--- config.mk ---
export PLATFORM = sky130hd
export DESIGN_NAME = score_keeper_flat
export DESIGN_NICKNAME = d
export VERILOG_FILES = /design/src/rtl/score_pkg.sv /design/src/rtl/score_keeper_if.sv /design/src/rtl/bin2bcd_seq.sv /design/src/rtl/score_keeper.sv /design/src/flat_wrapper.sv
export SDC_FILE = /design/constraint.sdc
export NUM_CORES = 1
export LEC_CHECK = 0
export CAP_MARGIN = 5
export CORE_ASPECT_RATIO = 1.1
export CORE_UTILIZATION = 45
export DETAILED_ROUTE_END_ITERATION = 12
export GPL_TIMING_DRIVEN = 1
export PLACE_DENSITY = 0.76
export SYNTH_ARGS = -nofsm -noshare
export SYNTH_HDL_FRONTEND = slang
export SYNTH_SLANG_ARGS = --single-unit
--- constraint.sdc ---
create_clock -name clk -period 3.5 [get_ports clk]
set_clock_uncertainty 0.15 [all_clocks]
set_input_delay 0.525 -clock clk [delete_from_list [all_inputs] [get_ports clk]]
set_output_delay 0.525 -clock clk [all_outputs]
set_load 0.02 [all_outputs]
--- src/rtl/score_pkg.sv ---
// Shared constants, types and helpers for the score keeper and its BCD converter.
package score_pkg;

  localparam int unsigned DEF_SCORE_W   = 10;
  localparam int unsigned DEF_MAX_SCORE = 999;
  localparam int unsigned DEF_DIGITS    = 3;

  typedef logic [3:0] bcd_digit_t;

  typedef enum logic [1:0] {
    IDLE  = 2'd0,
    SHIFT = 2'd1,
    DONE  = 2'd2
  } conv_state_e;

  // Ceiling log2, never below 1 so it can size a vector directly.
  function automatic int unsigned clog2(input int unsigned v);
    int unsigned r;
    r = 1;
    for (int unsigned i = 1; i < 32; i++) begin
      if ((32'd1 << i) < v) r = i + 1;
    end
    return r;
  endfunction

endpackage

--- src/rtl/score_keeper_if.sv ---
// Hit/miss inputs and score outputs between the duck logic and the score keeper.
interface score_keeper_if
  import score_pkg::*;
#(
  parameter int unsigned N_SRC   = 2,
  parameter int unsigned SCORE_W = DEF_SCORE_W,
  parameter int unsigned DIGITS  = DEF_DIGITS
);
  logic                  round_clr;
  logic [N_SRC-1:0]      hit;
  logic                  miss;
  logic [SCORE_W-1:0]    score;
  logic [SCORE_W-1:0]    high_score;
  logic                  new_high;
  logic                  saturated;
  logic [4*DIGITS-1:0]   score_bcd;
  logic                  bcd_busy;

  modport master (
    output round_clr, hit, miss,
    input  score, high_score, new_high, saturated, score_bcd, bcd_busy
  );

  modport slave (
    input  round_clr, hit, miss,
    output score, high_score, new_high, saturated, score_bcd, bcd_busy
  );
endinterface

--- src/rtl/bin2bcd_seq.sv ---
// Sequential double-dabble converter: IDLE -> SHIFT (SCORE_W cycles) -> DONE -> IDLE.
module bin2bcd_seq
  import score_pkg::*;
#(
  parameter int unsigned SCORE_W = DEF_SCORE_W,
  parameter int unsigned DIGITS  = DEF_DIGITS
) (
  input  logic                  clk,
  input  logic                  rst,
  input  logic                  start,
  input  logic [SCORE_W-1:0]    bin,
  output logic                  busy,
  output logic                  done,
  output logic [4*DIGITS-1:0]   bcd
);
  localparam int unsigned BCD_W = 4 * DIGITS;
  localparam int unsigned CNT_W = clog2(SCORE_W + 1);

  conv_state_e        state_q, state_d;
  logic [SCORE_W-1:0] bin_q, bin_d;
  logic [BCD_W-1:0]   acc_q, acc_d, adj_c, bcd_q, bcd_d;
  logic [CNT_W-1:0]   cnt_q, cnt_d;
  logic               busy_q, busy_d, done_q, done_d;
  bcd_digit_t         dig_c;

  always_comb begin
    state_d = state_q;
    bin_d   = bin_q;
    acc_d   = acc_q;
    cnt_d   = cnt_q;
    bcd_d   = bcd_q;
    dig_c   = '0;
    adj_c   = acc_q;
    // Add-3 on every digit that would overflow past 9 when doubled.
    for (int unsigned i = 0; i < DIGITS; i++) begin
      dig_c = acc_q[4*i +: 4];
      if (dig_c >= 4'd5) adj_c[4*i +: 4] = dig_c + 4'd3;
    end
    case (state_q)
      IDLE: begin
        if (start) begin
          state_d = SHIFT;
          bin_d   = bin;
          acc_d   = '0;
          cnt_d   = '0;
        end
      end
      SHIFT: begin
        {acc_d, bin_d} = {adj_c, bin_q} << 1;
        cnt_d          = cnt_q + CNT_W'(1);
        if (cnt_q == CNT_W'(SCORE_W - 1)) state_d = DONE;
      end
      DONE: begin
        bcd_d   = acc_q;
        state_d = IDLE;
      end
      default: state_d = IDLE;
    endcase
    busy_d = (state_d != IDLE);
    done_d = (state_d == DONE);
  end

  always_ff @(posedge clk) begin
    if (rst) begin
      state_q <= IDLE;
      bin_q   <= '0;
      acc_q   <= '0;
      cnt_q   <= '0;
      bcd_q   <= '0;
      busy_q  <= 1'b0;
      done_q  <= 1'b0;
    end else begin
      state_q <= state_d;
      bin_q   <= bin_d;
      acc_q   <= acc_d;
      cnt_q   <= cnt_d;
      bcd_q   <= bcd_d;
      busy_q  <= busy_d;
      done_q  <= done_d;
    end
  end

  assign busy = busy_q;
  assign done = done_q;
  assign bcd  = bcd_q;

endmodule

--- src/rtl/score_keeper.sv ---
// Saturating multi-duck score counter with session high score and BCD readout.
// Optional macro SCORE_PENALTY_EN: a miss rising edge subtracts PENALTY (floored at 0).
module score_keeper
  import score_pkg::*;
#(
  parameter int unsigned N_SRC       = 2,
  parameter int unsigned SCORE_W     = DEF_SCORE_W,
  parameter int unsigned PTS_PER_HIT = 1,
  parameter int unsigned MAX_SCORE   = DEF_MAX_SCORE,
  parameter int unsigned DIGITS      = DEF_DIGITS,
  parameter int unsigned PENALTY     = 1
) (
  input logic           clk,
  input logic           rst,
  score_keeper_if.slave sk
);
  localparam int unsigned INC_W = SCORE_W + clog2(N_SRC) + 1;
  localparam int unsigned NET_W = INC_W + 1;
  localparam int unsigned BCD_W = 4 * DIGITS;
`ifdef SCORE_PENALTY_EN
  localparam bit PEN_EN = 1'b1;
`else
  localparam bit PEN_EN = 1'b0;
`endif
  localparam int unsigned DEC = PEN_EN ? PENALTY : 32'd0;

  logic [N_SRC-1:0]        hit_q, hit_d, rise_c;
  logic                    armed_q, armed_d;
  logic                    miss_rise_c;
  logic [SCORE_W-1:0]      score_q, score_d, high_q, high_d, last_q, last_d;
  logic                    new_high_q, new_high_d, sat_q, sat_d, pending_q, pending_d;
  logic [INC_W-1:0]        inc_c;
  logic signed [NET_W-1:0] net_c;
  logic                    start_c, conv_busy, conv_done;
  logic [BCD_W-1:0]        conv_bcd;

`ifdef SCORE_PENALTY_EN
  logic miss_q, miss_d;
  assign miss_d      = sk.miss;
  assign miss_rise_c = armed_q & sk.miss & ~miss_q;

  always_ff @(posedge clk) begin
    if (rst) miss_q <= 1'b0;
    else     miss_q <= miss_d;
  end
`else
  assign miss_rise_c = 1'b0;
`endif

  always_comb begin
    hit_d   = sk.hit;
    armed_d = 1'b1;
    // First cycle after reset only captures levels, so inputs held high through reset never count.
    rise_c  = armed_q ? (sk.hit & ~hit_q) : '0;
    inc_c   = INC_W'($countones(rise_c)) * INC_W'(PTS_PER_HIT);
    net_c   = NET_W'(score_q) + NET_W'(inc_c) - (miss_rise_c ? NET_W'(DEC) : NET_W'(0));

    if (sk.round_clr)                            score_d = '0;
    else if (net_c[NET_W-1])                     score_d = '0;
    else if (net_c > $signed(NET_W'(MAX_SCORE))) score_d = SCORE_W'(MAX_SCORE);
    else                                         score_d = SCORE_W'(net_c);

    high_d     = high_q;
    new_high_d = 1'b0;
    if (score_q > high_q) begin
      high_d     = score_q;
      new_high_d = 1'b1;
    end
    sat_d = (score_d == SCORE_W'(MAX_SCORE));

    // One conversion in flight at a time; latest score is picked up once it retires.
    start_c   = !pending_q && (score_q != last_q);
    pending_d = pending_q;
    last_d    = last_q;
    if (conv_done) pending_d = 1'b0;
    if (start_c) begin
      pending_d = 1'b1;
      last_d    = score_q;
    end
  end

  always_ff @(posedge clk) begin
    if (rst) begin
      hit_q      <= '0;
      armed_q    <= 1'b0;
      score_q    <= '0;
      high_q     <= '0;
      last_q     <= '0;
      new_high_q <= 1'b0;
      sat_q      <= 1'b0;
      pending_q  <= 1'b0;
    end else begin
      hit_q      <= hit_d;
      armed_q    <= armed_d;
      score_q    <= score_d;
      high_q     <= high_d;
      last_q     <= last_d;
      new_high_q <= new_high_d;
      sat_q      <= sat_d;
      pending_q  <= pending_d;
    end
  end

  bin2bcd_seq #(
    .SCORE_W (SCORE_W),
    .DIGITS  (DIGITS)
  ) u_bcd (
    .clk   (clk),
    .rst   (rst),
    .start (start_c),
    .bin   (score_q),
    .busy  (conv_busy),
    .done  (conv_done),
    .bcd   (conv_bcd)
  );

  assign sk.score      = score_q;
  assign sk.high_score = high_q;
  assign sk.new_high   = new_high_q;
  assign sk.saturated  = sat_q;
  assign sk.score_bcd  = conv_bcd;
  assign sk.bcd_busy   = conv_busy;

endmodule

--- src/flat_wrapper.sv ---
// flat-port wrapper written by rule: the top's interface ports become plain ports
module score_keeper_flat import score_pkg::*;
#(
  parameter int unsigned N_SRC       = 2,
  parameter int unsigned SCORE_W     = DEF_SCORE_W,
  parameter int unsigned PTS_PER_HIT = 1,
  parameter int unsigned MAX_SCORE   = DEF_MAX_SCORE,
  parameter int unsigned DIGITS      = DEF_DIGITS,
  parameter int unsigned PENALTY     = 1
)
  (clk, rst, sk_round_clr, sk_hit, sk_miss, sk_score, sk_high_score, sk_new_high, sk_saturated, sk_score_bcd, sk_bcd_busy);
  score_keeper_if #(.N_SRC(N_SRC), .SCORE_W(SCORE_W), .DIGITS(DIGITS)) sk_i ();
  input logic clk;
  input logic rst;
  input wire logic [$bits(sk_i.round_clr)-1:0] sk_round_clr;
  input wire logic [$bits(sk_i.hit)-1:0] sk_hit;
  input wire logic [$bits(sk_i.miss)-1:0] sk_miss;
  output wire logic [$bits(sk_i.score)-1:0] sk_score;
  output wire logic [$bits(sk_i.high_score)-1:0] sk_high_score;
  output wire logic [$bits(sk_i.new_high)-1:0] sk_new_high;
  output wire logic [$bits(sk_i.saturated)-1:0] sk_saturated;
  output wire logic [$bits(sk_i.score_bcd)-1:0] sk_score_bcd;
  output wire logic [$bits(sk_i.bcd_busy)-1:0] sk_bcd_busy;
  assign sk_i.round_clr = sk_round_clr;
  assign sk_i.hit = sk_hit;
  assign sk_i.miss = sk_miss;
  assign sk_score = sk_i.score;
  assign sk_high_score = sk_i.high_score;
  assign sk_new_high = sk_i.new_high;
  assign sk_saturated = sk_i.saturated;
  assign sk_score_bcd = sk_i.score_bcd;
  assign sk_bcd_busy = sk_i.bcd_busy;
  score_keeper #(.N_SRC(N_SRC), .SCORE_W(SCORE_W), .PTS_PER_HIT(PTS_PER_HIT), .MAX_SCORE(MAX_SCORE), .DIGITS(DIGITS), .PENALTY(PENALTY)) u_core (.clk(clk), .rst(rst), .sk(sk_i));
endmodule
Word-level counts from Yosys, hierarchy flattened
Index checks and enable logic that the tools add are counted.
{"block": "classes", "eq_ne": 7, "n_reduce_logical": 7, "n_addsub": 6, "magnitude_cmp": 5, "n_bitwise": 2, "muxes": 20}
{"cell": "$mux 10", "n": 4}
{"cell": "$pmux 12 s2", "n": 1}
{"cell": "$pmux 10 s2", "n": 1}
{"cell": "$add 10x12->13", "n": 1}
{"cell": "$gt 13x11->1 const B", "n": 1}
{"cell": "$ge 4x3->1 const B", "n": 3}
{"cell": "$mux 12", "n": 1}
{"cell": "$mux 4", "n": 3}
{"cell": "$eq 10x10->1 const B", "n": 1}
{"cell": "$gt 10x10->1", "n": 1}
{"cell": "$ne 10x10->1", "n": 1}
{"cell": "$add 4x2->4 const B", "n": 2}
{"cell": "$pmux 4 s2", "n": 1}
{"cell": "$mux 2", "n": 3}
{"cell": "$reduce_bool 2->1", "n": 3}
{"cell": "$add 4x1->4 const B", "n": 1}
{"cell": "$eq 2x2->1 const B", "n": 2}
{"cell": "$eq 4x4->1 const B", "n": 1}
{"cell": "$mux 1", "n": 4}
{"cell": "$pmux 2 s2", "n": 1}
{"cell": "$add 3x2->3 const B", "n": 1}
{"cell": "$mux 3", "n": 1}
{"cell": "$add 1x1->2", "n": 1}
{"cell": "$and 2x2->2", "n": 1}
{"cell": "other kinds (7)", "n": 7}
{"block": "word_totals", "output_inout_bits": 35, "register_bits": 78, "elab_cells": 62, "input_bits": 6}

Longest topological paths before layout
{"block": "logic_depth", "depth_word": 10, "ltp_mapped": 10, "mapped_depth_nobuf": 10}

Hierarchy
From an unflattened synthesis, not the netlist that was laid out.
{"block": "hier_totals", "hier_cells": 446, "area_unflattened_um2": 3968.8}
{"module": "score_keeper", "cells_each": 229, "seq_area_each_um2": 720.7, "n_inst": 1, "area_each_um2": 2090.8}
{"module": "bin2bcd_seq", "cells_each": 217, "seq_area_each_um2": 840.8, "n_inst": 1, "area_each_um2": 1878.1}

Worst setup path before layout
No wires, ideal clock.
{"block": "synth_path", "path_type": "input to register", "startpoint": "input sk_hit[0]", "endpoint": "register u_core.score_q[3] (netlist: u_core.sk.score[3])", "n_path_buf": 0, "required_ns": 3.235, "stages": 9, "setup_slack_ns": 0.619, "setup_ns": 0.115, "t_arrival_ns": 2.616, "path_cell_list": "and3b_1 ha_1 ha_1 inv_1 fa_1 nand3b_1 nor4_1 nor3_1 and2_1"}
{"block": "synth_via", "elab_chain_cells": 8}
{"item": "start: declaration", "line": "flat_wrapper.sv:16", "rtl": "input wire logic [$bits(sk_i.hit)-1:0] sk_hit;"}
{"item": "$and 2x2->2 (*)", "line": "score_keeper.sv:54", "rtl": "rise_c = armed_q ? (sk.hit & ~hit_q) : '0;"}
{"item": "$mux 2 (*)", "line": "score_keeper.sv:54"}
{"item": "$add 1x1->2 (not written as such) (*)", "line": "score_keeper.sv:55", "rtl": "inc_c = INC_W'($countones(rise_c)) * INC_W'(PTS_PER_HIT);"}
{"item": "$add 10x12->13 (*)", "line": "score_keeper.sv:56", "rtl": "net_c = NET_W'(score_q) + NET_W'(inc_c) - (miss_rise_c ? NET_W'(DEC) : NET_W'(0));"}
{"item": "$gt 13x11->1", "line": "score_keeper.sv:60", "rtl": "else if (net_c > $signed(NET_W'(MAX_SCORE))) score_d = SCORE_W'(MAX_SCORE);"}
{"item": "$mux 10", "line": "score_keeper.sv:60"}
{"item": "$mux 10 (*)", "line": "score_keeper.sv:59", "rtl": "else if (net_c[NET_W-1]) score_d = '0;"}
{"item": "$mux 10 (*)", "line": "score_keeper.sv:58", "rtl": "if (sk.round_clr) score_d = '0;"}
{"item": "end signal: assignment", "line": "score_keeper.sv:95", "rtl": "score_q <= score_d;"}
{"item": "end: declaration", "line": "score_keeper.sv:30", "rtl": "logic [SCORE_W-1:0] score_q, score_d, high_q, high_d, last_q, last_d;"}
Every way passes the cells marked *; elsewhere a longest branch is shown, timed or not.
A chain may end at the register's enable or synchronous reset.

Worst setup path in the final report
{"block": "layout_path", "startpoint": "input sk_hit[0]", "endpoint": "register u_core.sat_q (netlist: u_core.sk.saturated)"}
{"block": "layout_via", "elab_chain_cells": 9}
{"item": "$and 2x2->2 (*)", "line": "score_keeper.sv:54"}
{"item": "$mux 2 (*)", "line": "score_keeper.sv:54"}
{"item": "$add 1x1->2 (not written as such) (*)", "line": "score_keeper.sv:55"}
{"item": "$add 10x12->13 (*)", "line": "score_keeper.sv:56"}
{"item": "$gt 13x11->1", "line": "score_keeper.sv:60"}
{"item": "$mux 10", "line": "score_keeper.sv:60"}
{"item": "$mux 10 (*)", "line": "score_keeper.sv:59"}
{"item": "$mux 10 (*)", "line": "score_keeper.sv:58"}
{"item": "$eq 10x10->1 (*)", "line": "score_keeper.sv:69", "rtl": "sat_d = (score_d == SCORE_W'(MAX_SCORE));"}
{"item": "end signal: assignment", "line": "score_keeper.sv:99", "rtl": "sat_q <= sat_d;"}
{"item": "end: declaration", "line": "score_keeper.sv:31", "rtl": "logic new_high_q, new_high_d, sat_q, sat_d, pending_q, pending_d;"}
Marked as above.

==> flow_summary.json <==
{
  "status": "finished, final reports clean",
  "syn_nets": 458,
  "antenna_found_initial": 0,
  "ctsResizeCount": 0,
  "grt_usage_pct": 19.5,
  "fin_crit_sh_pct": 89.7,
  "final_nets": 492,
  "min_path_type": "register to register",
  "routed_wirelength_mm": 8.10,
  "cts_tree": "done",
  "rsz0062_at_grt": "false",
  "multi_input_area_um2": 2060,
  "numCtsBuffers": 9,
  "syn2layout_area_growth_pct": 17.9,
  "powerDensity_nw_per_um2": 421,
  "port_buffers": 39,
  "fmax_ghz": 0.319,
  "grt_overflow": 0,
  "relSlewSlack_pct": 33.0,
  "synth_cell_types": 53,
  "post-route-cell-area_um2": 4540,
  "ys_ff_latch": 78,
  "rows": 35,
  "fin_setup_tns_ns": 0,
  "cts_max_path_buffers": 2,
  "drtPass1Iterations": 4,
  "synth.avg_cell_area_um2": 8.95,
  "grt_pass1_wl_mm": 13.9,
  "drv_cap": 0,
  "die_area_um2": 8920,
  "root_buffer": "clkbuf_8",
  "critPathCaptureType": "register",
  "clk_pin_slew_ns": 0.08,
  "die_h_um": 99.0,
  "drv_slew": 0,
  "ys_warn_count": 0,
  "required_ns": 3.58,
  "synth_top_area_share_pct": 40.6,
  "ys_async_sr_fraction_pct": 0,
  "cp_max_fo": 6,
  "synth-edff-count": 0,
  "ys_top_cells_by_area": "dfxtp_1, ha_1, nand2_1, mux2i_1, nor2_1",
  "ant_nets": 0,
  "syn_area_um2": 3850,
  "power_mw": 1.91,
  "hp-start": "u_core.u_bcd.done",
  "yosysSeqAreaShare_pct": 40.6,
  "worstSetupPathType": "primary input to register",
  "n_fill_cell": 763,
  "grt_max_degree": 36,
  "worst_slew_pin_slew_ns": 1.00,
  "regArea_um2": 1560,
  "arrival_ns": 3.22,
  "timing.final.crit_period_ns": 3.14,
  "viasPerCell": 5.39,
  "drc": 0,
  "timing.rr.start": "u_core.armed_q",
  "clock-sinks": 78,
  "die_w_um": 90.2,
  "synth_commonest_cells": "dfxtp_1, nand2_1, nor2_1",
  "core-area_um2": 8320,
  "irDropWorstVdd_uv": 200,
  "dpl.hpwl_mm": 5.59,
  "drive_gt1_share_pct": 8.53,
  "htree_num_levels": 3,
  "clock_latency_ns": 0.35,
  "worstSetupStartpointType": "primary input",
  "yosys.area.top_type": "dfxtp_1",
  "wl_per_cell_um": 14.0,
  "setup_viol": 0,
  "num_antenna_cells": 0,
  "dr.first_iter.drc_count": 110,
  "startpoint": "sk_hit[0]",
  "grt_pass1_vias": 3000,
  "post-cts-setup-buffers": 0,
  "synthCells": 430,
  "power_leakage_nw": 1.65,
  "initial_core_util_pct": 46.2,
  "hold_buffers": 0,
  "report.final.hold_viol_count": 0,
  "ioPinCount": 41,
  "synth.most_common_cell": "dfxtp_1",
  "synth_ff_type": "dfxtp_1",
  "gp_congestion": 0.895,
  "dpl_cell_area_um2": 4320,
  "vias": 3126
}
==> power breakdown <==
| part | switching, mW | internal [mW] | total, mW |
|---|---|---|---|
| logic | 0.131 | 0.0879 | 0.219 |
| clock network | 0.339 | 0.404 | 0.743 |
| registers | 0.0242 | 0.924 | 0.948 |
| total | 0.494 | 1.42 | 1.91 |
==> final cells by class <==
class,count,share of cell area [%]
multi-input cells,298,45.3
clock buffers,9,2.73
repair buffers,46,9.76
well taps,111,3.06
inverters,31,2.56
clock inverters,7,2.15
flip-flops and latches,78,34.4
==> metrics by stage <==
| stage | setup WS, ns | hold slack [ns] | instances | util [%] |
|---|---|---|---|---|
| 3_5_place_dp | 0.0405 | 0.265 | 564 | 51.9 |
| 4_1_cts | 0.394 | 0.278 | 580 | 54.5 |
| 3_3_place_gp | 0.122 | 0.254 | 564 | 51.9 |
| 5_1_grt | 0.181 | 0.296 | 580 | 54.5 |
| 6_report | 0.361 | 0.284 | 580 | 54.5 |
| 2_1_floorplan | 0.619 | 0.245 | 430 | - |
==> critical path: stages <==
cell             delay (ns)
clkdlybuf4s50_1        0.44
and3b_1                0.19
ha_1                   0.29
ha_1                   0.18
inv_1                  0.06
fa_1                   0.40
nand3b_1               0.27
nor4_1                 0.37
xnor2_1                0.15
a311oi_1               0.27
nor3_1                 0.08
==> cells in the final DEF, fill, tap and decap left out, drive strengths merged, types with 7 or more instances in the layout <==
cell and count:
dfxtp 78, nand2 68, clkdlybuf4s50 39, nor2 34, inv 31, a21oi 21, mux2i 21, ha 21
xnor2 11, xor2 10, o21ai 9, clkbuf 9, a31oi 9, a221oi 8, nor3 7, buf 7
a211oi 7, nor4 7
==> worst paths after layout <==
path / endpoint / slack [ns] / cells after the start
setup / recovery: u_core.sk.saturated / 0.36 / 11
hold / removal: u_core.pending_q / 0.28 / 1
setup reg to reg: u_core.sk.saturated / 0.65 / 10
hold reg to reg: u_core.pending_q / 0.28 / 1
==> sequential cells by signal, indices dropped and copies added (netlist names) <==
register / count
u_core.u_bcd.acc_q: 12
u_core.u_bcd.bcd: 12
u_core.last_q: 10
u_core.sk.high_score: 10
u_core.sk.score: 10
u_core.u_bcd.bin_q: 10
u_core.u_bcd.cnt_q: 4
u_core.hit_q: 2
u_core.u_bcd.state_q: 2
u_core.armed_q: 1
u_core.pending_q: 1
u_core.sk.new_high: 1
u_core.sk.saturated: 1
u_core.u_bcd.busy: 1
u_core.u_bcd.done: 1
==> routing by layer <==
| layer | global-route usage, % | part of all wire (%) | vias to the layer above |
|---|---|---|---|
| met2 | 33.9 | 49 | 76 |
| met3 | 4.40 | 4.2 | 18 |
| met1 | 22.4 | 44 | 1477 |
| met4 | 10.0 | 2.8 | 0 |
| li1 | - | - | 1555 |
| met5 | 0 | 0 | - |
==> cell families (layout without fill, tap and decap cells) <==
family          after synthesis  in the layout  share of synthesized area, %
compound gates               73             73                          14.6
buf+inv                      54             93                          5.98
flops                        78             78                          40.6
fa+ha+maj                    22             22                          7.35
xor+xnor                     21             21                          4.78
mux                          22             22                          5.76
simple gates                160            160                          20.9
No activity file was read; power rests on OpenSTA's default activity.
